[src/rtl/reduce_vector.sv]
// reduce_vector
//   Sequential reducer. It collapses one vector of N_ELEM signed 32-bit lanes
//   into a single 32-bit scalar and processes one lane per clock.
//   op=0 gives a wrap-around two's-complement sum.
//   op=1 gives the signed maximum; on a tie the earlier lane is kept.
//
// Ports
//   clk     : system clock; all state changes occur on the rising edge.
//   rst_n   : synchronous active-low reset.
//   start   : request pulse. It is accepted only while busy=0.
//   op      : operation select (0 = sum, 1 = max). Captured at accept.
//   length  : number of active lanes counted from lane 0. Values above
//             N_ELEM are clamped to N_ELEM. Captured at accept.
//   vector  : operand lanes. The whole vector is captured at accept.
//   scalar  : reduction result. It holds the last result until the next done.
//   busy    : high from accept until the done cycle, inclusive.
//   done    : one-cycle pulse. scalar is valid during that cycle.

`ifndef MAX_NEURONS
`define MAX_NEURONS 8
`endif

module reduce_vector #(
    parameter int unsigned N_ELEM = `MAX_NEURONS,
    parameter int unsigned LEN_W  = $clog2(N_ELEM + 1)
) (
    input  logic                     clk,
    input  logic                     rst_n,
    input  logic                     start,
    input  logic                     op,
    input  logic [LEN_W-1:0]         length,
    input  logic [N_ELEM-1:0][31:0]  vector,
    output logic signed [31:0]       scalar,
    output logic                     busy,
    output logic                     done
);

    localparam int unsigned IDX_W = (N_ELEM > 1) ? $clog2(N_ELEM) : 1;

    typedef enum logic [1:0] {
        IDLE,
        ACCUM,
        DONE
    } state_t;

    state_t                    state, state_nxt;
    logic [N_ELEM-1:0][31:0]   vec_q;
    logic                      op_q;
    logic [LEN_W-1:0]          len_q;
    logic [LEN_W-1:0]          idx_q;
    logic [31:0]               acc_q;
    logic [31:0]               acc_nxt;
    logic [31:0]               lane;
    logic [LEN_W-1:0]          len_clamp;
    logic                      last;

    // A length larger than the lane count reduces the whole vector.
    always_comb begin
        len_clamp = length;
        if (length > LEN_W'(N_ELEM)) begin
            len_clamp = LEN_W'(N_ELEM);
        end
    end

    // idx_q never reaches N_ELEM while in ACCUM, so the narrower index is safe.
    always_comb begin
        lane    = vec_q[idx_q[IDX_W-1:0]];
        acc_nxt = acc_q + lane;
        if (op_q) begin
            acc_nxt = ($signed(lane) > $signed(acc_q)) ? lane : acc_q;
        end
    end

    assign last = (idx_q == (len_q - LEN_W'(1)));

    always_ff @(posedge clk) begin
        if (!rst_n) begin
            state <= IDLE;
        end else begin
            state <= state_nxt;
        end
    end

    always_comb begin
        state_nxt = state;
        case (state)
            IDLE: begin
                if (start) begin
                    state_nxt = (len_clamp == '0) ? DONE : ACCUM;
                end
            end
            ACCUM: begin
                if (last) begin
                    state_nxt = DONE;
                end
            end
            DONE:    state_nxt = IDLE;
            default: state_nxt = IDLE;
        endcase
    end

    always_ff @(posedge clk) begin
        if (!rst_n) begin
            vec_q  <= '0;
            op_q   <= 1'b0;
            len_q  <= '0;
            idx_q  <= '0;
            acc_q  <= '0;
            scalar <= '0;
        end else begin
            case (state)
                IDLE: begin
                    if (start) begin
                        vec_q <= vector;
                        op_q  <= op;
                        len_q <= len_clamp;
                        idx_q <= '0;
                        // The max accumulator starts at the most negative value,
                        // so that lane 0 always replaces it.
                        acc_q <= op ? 32'h8000_0000 : 32'h0000_0000;
                        if (len_clamp == '0) begin
                            scalar <= '0;
                        end
                    end
                end
                ACCUM: begin
                    acc_q <= acc_nxt;
                    idx_q <= idx_q + LEN_W'(1);
                    if (last) begin
                        scalar <= acc_nxt;
                    end
                end
                default: ;
            endcase
        end
    end

    assign busy = (state != IDLE);
    assign done = (state == DONE);

endmodule

[config.mk]
export PLATFORM = sky130hd
export DESIGN_NAME = reduce_vector
export DESIGN_NICKNAME = d
export VERILOG_FILES = /design/src/rtl/reduce_vector.sv
export SDC_FILE = /design/constraint.sdc
export NUM_CORES = 1
export LEC_CHECK = 0
export ABC_CLOCK_PERIOD_IN_PS = 5500
export CORE_ASPECT_RATIO = 1.1
export CORE_MARGIN = 2
export CORE_UTILIZATION = 47
export CTS_CLUSTER_SIZE = 8
export DETAILED_ROUTE_END_ITERATION = 10
export PLACE_DENSITY_LB_ADDON = 0.05
export SLEW_MARGIN = 20
export SYNTH_ARGS = -nofsm -noshare
export SYNTH_HDL_FRONTEND = slang
export SYNTH_SLANG_ARGS = --single-unit
[constraint.sdc]
create_clock -name clk -period 5.5 [get_ports clk]
set_clock_uncertainty 0.15 [all_clocks]
set_input_delay 0.55 -clock clk [delete_from_list [all_inputs] [get_ports clk]]
set_output_delay 0.55 -clock clk [all_outputs]
set_load 0.05 [all_outputs]
==> results of run 1 <==
power groups by stage:
stage	Combinational (mW)	Clock [mW]	Sequential (mW)
after global routing	1.38	2.72	2.64
after CTS	1.26	2.62	2.62
after detailed placement	1.25	0	2.67
final	1.26	2.58	2.63
after global placement	1.24	0	2.67
after floorplan	0.798	0	2.63
sequential cells by signal, summed over array words and instances, names as in the netlist:
register,flops
op_q,1
acc_q,32
idx_q,4
len_q,4
scalar,32
state,2
vec_q,256
worst max-delay path by stage:
stage / startpoint / endpoint / depth (start not counted)
6_report: idx_q[1]$_SDFFE_PN0P_ / acc_q[15]$_SDFFE_PN0P_ / 14
5_1_grt: idx_q[1]$_SDFFE_PN0P_ / acc_q[13]$_SDFFE_PN0P_ / 14
4_1_cts: idx_q[1]$_SDFFE_PN0P_ / acc_q[15]$_SDFFE_PN0P_ / 14
3_5_place_dp: idx_q[1]$_SDFFE_PN0P_ / acc_q[15]$_SDFFE_PN0P_ / 14
3_3_place_gp: idx_q[1]$_SDFFE_PN0P_ / acc_q[15]$_SDFFE_PN0P_ / 14
2_1_floorplan: idx_q[0]$_SDFFE_PN0P_ / scalar[28]$_SDFFE_PN0P_ / 13
layout by cell type, fill, tap and decap left out, types with 17 or more instances in the layout:
cell,instances
o21ai_0,32
nand2b_1,19
nor2_1,55
ha_1,75
a21boi_0,270
a21oi_1,70
nand2_1,604
mux4_2,64
dfxtp_1,328
o21ai_1,29
clkdlybuf4s50_1,296
nor2b_1,17
clkbuf_16,48
xnor2_1,22
inv_1,54
mux2_2,34
worst max-delay path, delay by kind of cell, from the launching register on:
family	cells	cell delay (ns)
compound gates	3	0.68
buf+inv	2	0.66
fa+ha+maj	1	0.46
flops	1	0.56
simple gates	5	1.21
mux	3	1.19
logic make-up (layout without fill, tap and decap cells):
family,after synthesis,in the layout,share of synthesized area (%)
flip-flops,331,331,38.1
AO/OA/AOI/OAI,512,512,20.8
buffers and inverters,201,430,4.56
multiplexers,119,119,11.8
XOR/XNOR,29,29,1.46
AND/OR/NAND/NOR,757,757,17.8
adder cells (fa/ha/maj),76,76,5.51
other,0,1,0
layer usage:
layer	share of wire, %	vias up	global-route usage (%)
li1	-	7367	-
met1	44	7330	37.2
met2	48	400	49.2
met3	4.3	91	3.91
met4	3.4	2	11.1
met5	0.016	-	0
area by class of cell:
| class | count | share of cell area [%] |
|---|---|---|
| sequential | 331 | 30.2 |
| timing repair buffer | 319 | 14.6 |
| clock buffer | 53 | 5.65 |
| clock inverter | 2 | 0.114 |
| antenna | 1 | 0.0114 |
| tap | 487 | 2.78 |
| multi-input combinational | 1493 | 45.6 |
| inverter | 56 | 0.958 |
==> run_results.csv, run 1 <==
group,metric,value,unit
run_status,outcome,"finished, final reports clean",
floorplan,coreArea,36400,um2
layout,regArea,6640,um2
route,drt-total-wl,55900,um
worst_setup_path,r2r-start,"idx_q[1]$_SDFFE_PN0P_",
sta,hold_ws,0.284,ns
layout,syn_to_final_growth,26.1,%
synth,syn_area_per_cell,8.60,um2
synth,syn_area,17400,um2
floorplan,die_h,206,um
floorplan,dieArea,38600,um2
route,post_drt_wl_per_cell,20.4,um
flow_run,max-cap-violations,0,
route,vias,15200,
synth,ys_async_sr_fraction,0,%
power_and_ir_drop,power_density,295,nW/um2
worst_setup_path,crit_top_cell,"buf_4",
layout,finalNonFillerCells,2742,
worst_setup_path,crit_fanout,17,
layout,final_util,60.4,%
synth,yosys.area.top_type,"dfxtp_1",
clock_tree,clock_sinks,331,
synth,synth_most_common_cell,"nand2_1",
global_route,antenna_found_initial,2,
sta,report.final.setup_viol,0,
worst_hold_path,hp-class,"in -> reg",
place,place_inst,2686,
sta,period_share,92.0,%
worst_setup_path,cp-end-kind,"flip-flop",
place,finalWeightedCongestion,0.916,
sta,worst_slew_pin_slew,1.23,ns
sta,setup_slack,0.439,ns
sta,rsz0062_at_grt,"no",
power_and_ir_drop,leakage,8.28,nW
synth,synthCells,2025,
floorplan,start_util,47.9,%
global_route,grt_use_total,28.8,%
place,place_ws,0.485,ns
floorplan,die_w,187,um
sta,min_period,5.06,ns
floorplan,num_rows,73,
clock_tree,htreeDepth,2,
worst_setup_path,cp_cell_sequence,"buf_4 -> mux4_2 -> mux2_2 -> ha_1 -> nand2_1 -> nor4_2 -> a21bo_1 -> a31oi_1 -> or3b_1 -> nand3_2 -> buf_4 -> mux2_4 -> a221oi_2 -> nor2_1",
worst_setup_path,slowest_delay,0.56,ns
layout,multi_input_area,10000,um2
route,viasPerCell,5.54,
synth,ys_seq_area_share,38.1,%
power_and_ir_drop,finalPower,6.47,mW
sta,drv_slew,0,
global_route,grt_max_degree,232,
floorplan,pin_count,298,
route,ant_nets,0,
layout,nFillCells,3312,
power_and_ir_drop,p_comb_share,19.5,%
clock_tree,ctsRootBufferMaster,"clkbuf_16",
layout,layout.nets,2588,
synth,yosys_most_used_dff,"dfxtp_1",
layout,drive_gt1_share,9.18,%
route,drt_iter0_drc,942,
synth,synth_seq_cells,331,
sta,fmax,198,MHz
clock_tree,post_cts_resized,0,
sta,hold_viol_final,0,
power_and_ir_drop,intPower,4.66,mW
worst_setup_path,start_kind,"flip-flop",
clock_tree,cts_setup_buffers,0,
worst_setup_path,worstPathRequired,5.79,ns
power_and_ir_drop,seqPwrFrac,40.6,%
worst_setup_path,worstPathArrival,5.35,ns
worst_setup_path,ff2ff_path_depth,14,
synth,synth.distinct_cells,79,
layout,postLayoutCellArea,21900,um2
synth,synth_edf_count,0,
synth,ys_top_cells_by_count,"nand2_1, dfxtp_1, a21boi_0",
worst_setup_path,critical-path-slowest-cell,"dfxtp_4",
route,drcViolationCount,0,
place,post-dp-hpwl,40600,um
worst_setup_path,ff2ff_setup_slack,0.44,ns
synth,synthTopCellsByArea,"dfxtp_1, nand2_1, a21boi_0",
clock_tree,cts_buffer_depth,3,
global_route,grt_pass1_wl,85900,um
power_and_ir_drop,sw_frac_of_total,28.0,%
synth,synth_top_area_share,38.1,%
worst_setup_path,crit_type,"reg -> reg",
place,portBuffers,297,
global_route,grt_pass1_vias,15200,
route,dr.pass1.iters,5,
place,post_dp_cell_area,20700,um2
worst_setup_path,r2r_end,"acc_q[15]$_SDFFE_PN0P_",
worst_hold_path,worstHoldStart,"rst_n",
clock_tree,cts.hold.buffers_added,0,
global_route,overflow,0,
sta,slew_headroom,17.7,%
clock_tree,numCtsBuffers,47,
power_and_ir_drop,power.clock.fraction,39.9,%
synth,synth_warnings,0,
synth,syn-num-nets,2365,
worst_hold_path,whs_path_depth,3,
worst_hold_path,min_to,"acc_q[31]$_SDFFE_PN0P_",
power_and_ir_drop,switching_power,1.81,mW
clock_tree,clk_pin_slew,0.05,ns
clock_tree,cts_tree,"built",
clock_tree,clkLatencyLatePin,0.58,ns
sta,tns,0,ns
power_and_ir_drop,ir_drop,0.244,mV
Note: power is estimated with default switching activity, not from simulation.
==> run 2, diff against run 1 <==
Settings changed: GPL_TIMING_DRIVEN set to 0, TNS_END_PERCENT set to 5.
==> run_results.csv, run 2 (same netlist as run 1, synthesis figures left out) <==
group,metric,value,unit
worst_setup_path,cp_top_family,"compound AO/OA/AOI/OAI gates",
worst_setup_path,cp_cell_sequence,"clkbuf_1 -> clkbuf_4 -> buf_2 -> mux4_2 -> mux2_2 -> ha_1 -> nor2_1 -> o311a_1 -> o211ai_2 -> o31a_2 -> o21ba_2 -> o22ai_1 -> mux2_1 -> a211oi_2 -> o21ai_1",
layout,layout.nets,2710,
place,place_inst,2808,
layout,regMostFlops,"vec_q",
layout,syn_to_final_growth,28.0,%
floorplan,num_rows,73,
clock_tree,cts_tree,"built",
clock_tree,cts_setup_buffers,0,
worst_setup_path,critical-path-slowest-cell,"o31a_2",
floorplan,coreArea,36400,um2
layout,final_common_cell,"nand2_1",
clock_tree,clkLatencyLatePin,0.56,ns
clock_tree,cts_buffer_depth,3,
global_route,grt_pass1_vias,16100,
route,dr.pass1.iters,5,
route,viasPerCell,5.62,
layout,reg_top3,"vec_q x256, acc_q x32, scalar x32",
clock_tree,htreeDepth,2,
clock_tree,numCtsBuffers,47,
global_route,grt_pass1_wl,92800,um
route,drcViolationCount,0,
sta,fmax,185,MHz
clock_tree,clk_pin_slew,0.05,ns
clock_tree,cts.hold.buffers_added,0,
global_route,grt_use_total,32.1,%
worst_setup_path,crit_type,"reg -> reg",
worst_setup_path,worstPathRequired,5.78,ns
route,vias,16100,
sta,drv_slew,0,
layout,drive_gt1_share,8.60,%
worst_setup_path,cp-startpoint,"idx_q[1]$_SDFFE_PN0P_",
worst_setup_path,cp-end-kind,"flip-flop",
floorplan,dieArea,38600,um2
worst_setup_path,slowest_delay,0.44,ns
power_and_ir_drop,power_density,297,nW/um2
sta,period_share,98.3,%
worst_setup_path,worstPathArrival,5.68,ns
route,ant_nets,0,
floorplan,pin_count,298,
worst_hold_path,worstHoldStart,"scalar[17]$_SDFFE_PN0P_",
place,portBuffers,296,
layout,final_cell_mix,"nand2_1, dfxtp_1, clkdlybuf4s50_1, a21boi_0, clkbuf_1",
sta,report.final.setup_viol,0,
flow_run,max-cap-violations,0,
clock_tree,post_cts_resized,2,
worst_setup_path,r2r-start,"idx_q[1]$_SDFFE_PN0P_",
power_and_ir_drop,ir_drop,0.187,mV
sta,worst_slew_pin_slew,0.897,ns
route,drt-total-wl,62700,um
global_route,grt_max_degree,12,
route,post_drt_wl_per_cell,21.9,um
floorplan,die_w,187,um
global_route,overflow,0,
worst_setup_path,start_kind,"flip-flop",
sta,hold_viol_final,0,
power_and_ir_drop,finalPower,6.61,mW
floorplan,die_h,206,um
sta,slew_headroom,40.2,%
sta,min_period,5.41,ns
global_route,antenna_found_initial,1,
layout,finalNonFillerCells,2861,
run_status,outcome,"finished, final reports clean",
worst_hold_path,hp-class,"reg -> reg",
layout,largest_reg_flops,256,
worst_setup_path,crit_buf_inv,3,
floorplan,start_util,47.9,%
place,post-dp-hpwl,48100,um
worst_setup_path,crit_fanout,10,
clock_tree,ctsRootBufferMaster,"clkbuf_16",
clock_tree,clock_sinks,331,
power_and_ir_drop,leakage,8.38,nW
route,drt_iter0_drc,1025,
place,finalWeightedCongestion,0.925,
-- run 2: cell count changes in the layout (fill, tap and decap cells not counted), moves of 3 or more --
cell / change
buf_12: -6
clkbuf_2: +4
buf_4: -14
buf_2: +13
clkbuf_4: +5
clkbuf_1: +115
dfxtp_1: +3
-- run 2: cell type report --
| class | count | area [um2] |
|---|---|---|
| Timing Repair Buffer | 296 | 2960 |
| Tap cell | 487 | 609 |
| Antenna cell | 1 | 2.50 |
| Clock buffer | 52 | 1260 |
| Buffer | 145 | 607 |
| Multi-Input combinational cell | 1493 | 10000 |
| Fill cell | 3347 | 14100 |
| Inverter | 56 | 210 |
| Sequential cell | 331 | 6630 |
-- run 2: stage by stage --
| stage | utilization [%] | hold slack [ns] | worst slack, ns | setup TNS (ns) | cell area, um2 |
|---|---|---|---|---|---|
| global route | 61.3 | 0.309 | -0.0216 | -0.0216 | 22300 |
| CTS | 61.2 | 0.295 | 0.00827 | 0 | 22200 |
| finish | 61.3 | 0.290 | 0.0931 | 0 | 22300 |
| floorplan | - | 0.290 | 1.06 | 0 | 17400 |
| detailed placement | 57.7 | 0.288 | -0.117 | -0.215 | 21000 |
| global placement | 57.7 | 0.283 | -0.121 | -0.226 | 21000 |
-- run 2: where the power goes --
group          internal (mW)  switching (mW)  leakage, nW
combinational          0.580           0.814         5.06
clock                   1.58            1.03        0.619
sequential              2.54          0.0759         2.71
-- run 2: worst reg2reg max path, cell delays in order, from the launching register on --
cell	delay, ns
dfxtp_1	0.33
clkbuf_1	0.20
clkbuf_4	0.39
buf_2	0.39
mux4_2	0.44
mux2_2	0.40
ha_1	0.40
nor2_1	0.23
o311a_1	0.31
o211ai_2	0.17
o31a_2	0.44
o21ba_2	0.28
o22ai_1	0.35
mux2_1	0.40
a211oi_2	0.30
o21ai_1	0.11
-- run 2: path summary, 6_finish.rpt --
| check | endpoint | slack, ns | depth (start not counted) |
|---|---|---|---|
| worst min-delay path | scalar[17]$_SDFFE_PN0P_ | 0.29 | 2 |
| worst min register to register | scalar[17]$_SDFFE_PN0P_ | 0.29 | 2 |
| worst max register to register | scalar[28]$_SDFFE_PN0P_ | 0.09 | 15 |
| worst max-delay path | scalar[28]$_SDFFE_PN0P_ | 0.09 | 15 |
-- run 2: layer usage --
| metal | track usage [%] | wire length, um |
|---|---|---|
| met1 | 37.9 | 24400 |
| met2 | 57.2 | 31000 |
| met3 | 5.15 | 4360 |
| met4 | 15.1 | 3010 |
| met5 | 0 | 0 |
==> run 3, diff against run 2 <==
Settings changed: CTS_CLUSTER_DIAMETER set to 150.
==> run_results.csv, run 3 (same netlist as run 1, synthesis figures left out) <==
group,metric,value,unit
layout,layout.nets,2710,
worst_setup_path,cp-end-kind,"flip-flop",
floorplan,num_rows,73,
route,drt_iter0_drc,1104,
run_status,outcome,"finished, final reports clean",
global_route,grt_use_total,32.1,%
flow_run,max-cap-violations,0,
layout,syn_to_final_growth,27.8,%
sta,fmax,185,MHz
place,portBuffers,296,
clock_tree,cts_buffer_depth,3,
power_and_ir_drop,ir_drop,0.173,mV
worst_setup_path,worstPathArrival,5.67,ns
sta,hold_viol_final,0,
layout,regMostFlops,"vec_q",
global_route,met1_usage,38.0,%
layout,finalNonFillerCells,2859,
sta,period_share,98.1,%
route,drt-total-wl,62800,um
worst_setup_path,crit_fanout,10,
floorplan,start_util,47.9,%
layout,nFillCells,3342,
worst_hold_path,whs_path_depth,2,
layout,regArea,6630,um2
sta,drv_slew,0,
worst_setup_path,start_kind,"flip-flop",
layout,multi_input_area,10000,um2
clock_tree,clock_sinks,331,
clock_tree,clk_pin_slew,0.05,ns
layout,final_cell_mix,"nand2_1, dfxtp_1, clkdlybuf4s50_1, a21boi_0, clkbuf_1",
sta,min_period,5.40,ns
worst_setup_path,worstPathRequired,5.78,ns
route,vias,16100,
place,post-dp-hpwl,48100,um
clock_tree,cts_setup_buffers,0,
route,post_drt_wl_per_cell,22.0,um
route,drcViolationCount,0,
clock_tree,numCtsBuffers,47,
global_route,grt_util_met2,57.2,%
global_route,gr-usage-met3,5.22,%
floorplan,die_h,206,um
layout,final_common_cell,"nand2_1",
floorplan,dieArea,38600,um2
route,dr.pass1.iters,7,
global_route,grt_busiest_layer,"met2",
route,ant_nets,0,
clock_tree,clkLatencyLatePin,0.56,ns
clock_tree,ctsRootBufferMaster,"clkbuf_16",
global_route,antenna_found_initial,1,
layout,largest_reg_flops,256,
layout,drive_gt1_share,8.56,%
place,place_inst,2808,
floorplan,die_w,187,um
worst_setup_path,crit_type,"reg -> reg",
power_and_ir_drop,power_density,296,nW/um2
global_route,grt_max_degree,12,
layout,reg_top3,"vec_q x256, acc_q x32, scalar x32",
global_route,grt_pass1_vias,16100,
sta,worst_slew_pin_slew,0.879,ns
power_and_ir_drop,leakage,8.37,nW
floorplan,coreArea,36400,um2
sta,tns,0,ns
clock_tree,cts_tree,"built",
route,viasPerCell,5.62,
sta,slew_headroom,41.4,%
sta,report.final.setup_viol,0,
worst_setup_path,ff2ff_path_depth,15,
place,finalWeightedCongestion,0.925,
worst_hold_path,hp-class,"reg -> reg",
global_route,grt_pass1_wl,92800,um
global_route,overflow,0,
floorplan,pin_count,298,
clock_tree,htreeDepth,2,
## run 3: cell count changes in the layout (fill, tap and decap cells not counted)
cell and change:
clkbuf_1 -1, clkinvlp_4 +1, clkbuf_8 -2
## run 3: final timing paths
path / from / slack, ns / endpoint
worst max register to register: idx_q[1]$_SDFFE_PN0P_ / 0.10 / scalar[28]$_SDFFE_PN0P_
worst min register to register: scalar[17]$_SDFFE_PN0P_ / 0.29 / scalar[17]$_SDFFE_PN0P_
worst min-delay path: scalar[17]$_SDFFE_PN0P_ / 0.29 / scalar[17]$_SDFFE_PN0P_
worst max-delay path: idx_q[1]$_SDFFE_PN0P_ / 0.10 / scalar[28]$_SDFFE_PN0P_
## run 3: repair_timing
action	CTS	global route
gates cloned	0	0
endpoints found under the hold margin	0	0
gates resized for setup	2	12
hold buffers	0	0
endpoints found under the setup margin	2	53
## run 3: metrics by stage
| step | worst slack [ns] | hold WS, ns | instance area, um2 | utilization, % | power (mW) |
|---|---|---|---|---|---|
| CTS | 0.00628 | 0.295 | 22200 | 61.1 | 6.58 |
| finish | 0.104 | 0.290 | 22300 | 61.2 | 6.58 |
| global placement | -0.121 | 0.283 | 21000 | 57.7 | 4.00 |
| detailed placement | -0.117 | 0.288 | 21000 | 57.7 | 4.02 |
| floorplan | 1.06 | 0.290 | 17400 | - | 3.43 |
| global route | -0.0113 | 0.309 | 22300 | 61.2 | 6.81 |
## run 3: worst max-delay path, cell delays in order (launching register included)
cell and delay [ns]:
dfxtp_1 0.33, clkbuf_1 0.20, clkbuf_4 0.39, buf_2 0.39
mux4_2 0.44, mux2_2 0.40, ha_1 0.39, nor2_1 0.23
o311a_1 0.32, o211ai_2 0.17, o31a_2 0.44, o21ba_2 0.28
o22ai_1 0.34, mux2_1 0.39, a211oi_2 0.30, o21ai_1 0.11
## run 3: metal layers
metal	part of all wire, %	vias to the layer above
li1	-	7604
met1	39	7732
met2	49	604
met3	6.7	140
met4	4.6	0
met5	0	-
## run 3: final cells by class
cell class	count	area share, %
flip-flops and latches	331	29.8
clock inverters	1	0.0337
plain buffers	145	2.73
clock buffers	49	5.51
inverters	56	0.945
well taps	487	2.74
multi-input cells	1493	44.9
diodes	1	0.0112
repair buffers	296	13.3
## run 3: report_power, final
part	leakage [nW]	switching, mW	internal [mW]	total [mW]
Clock	0.604	1.03	1.55	2.57
Sequential	2.71	0.0757	2.54	2.61
Combinational	5.06	0.815	0.580	1.40
Total	8.37	1.92	4.66	6.58
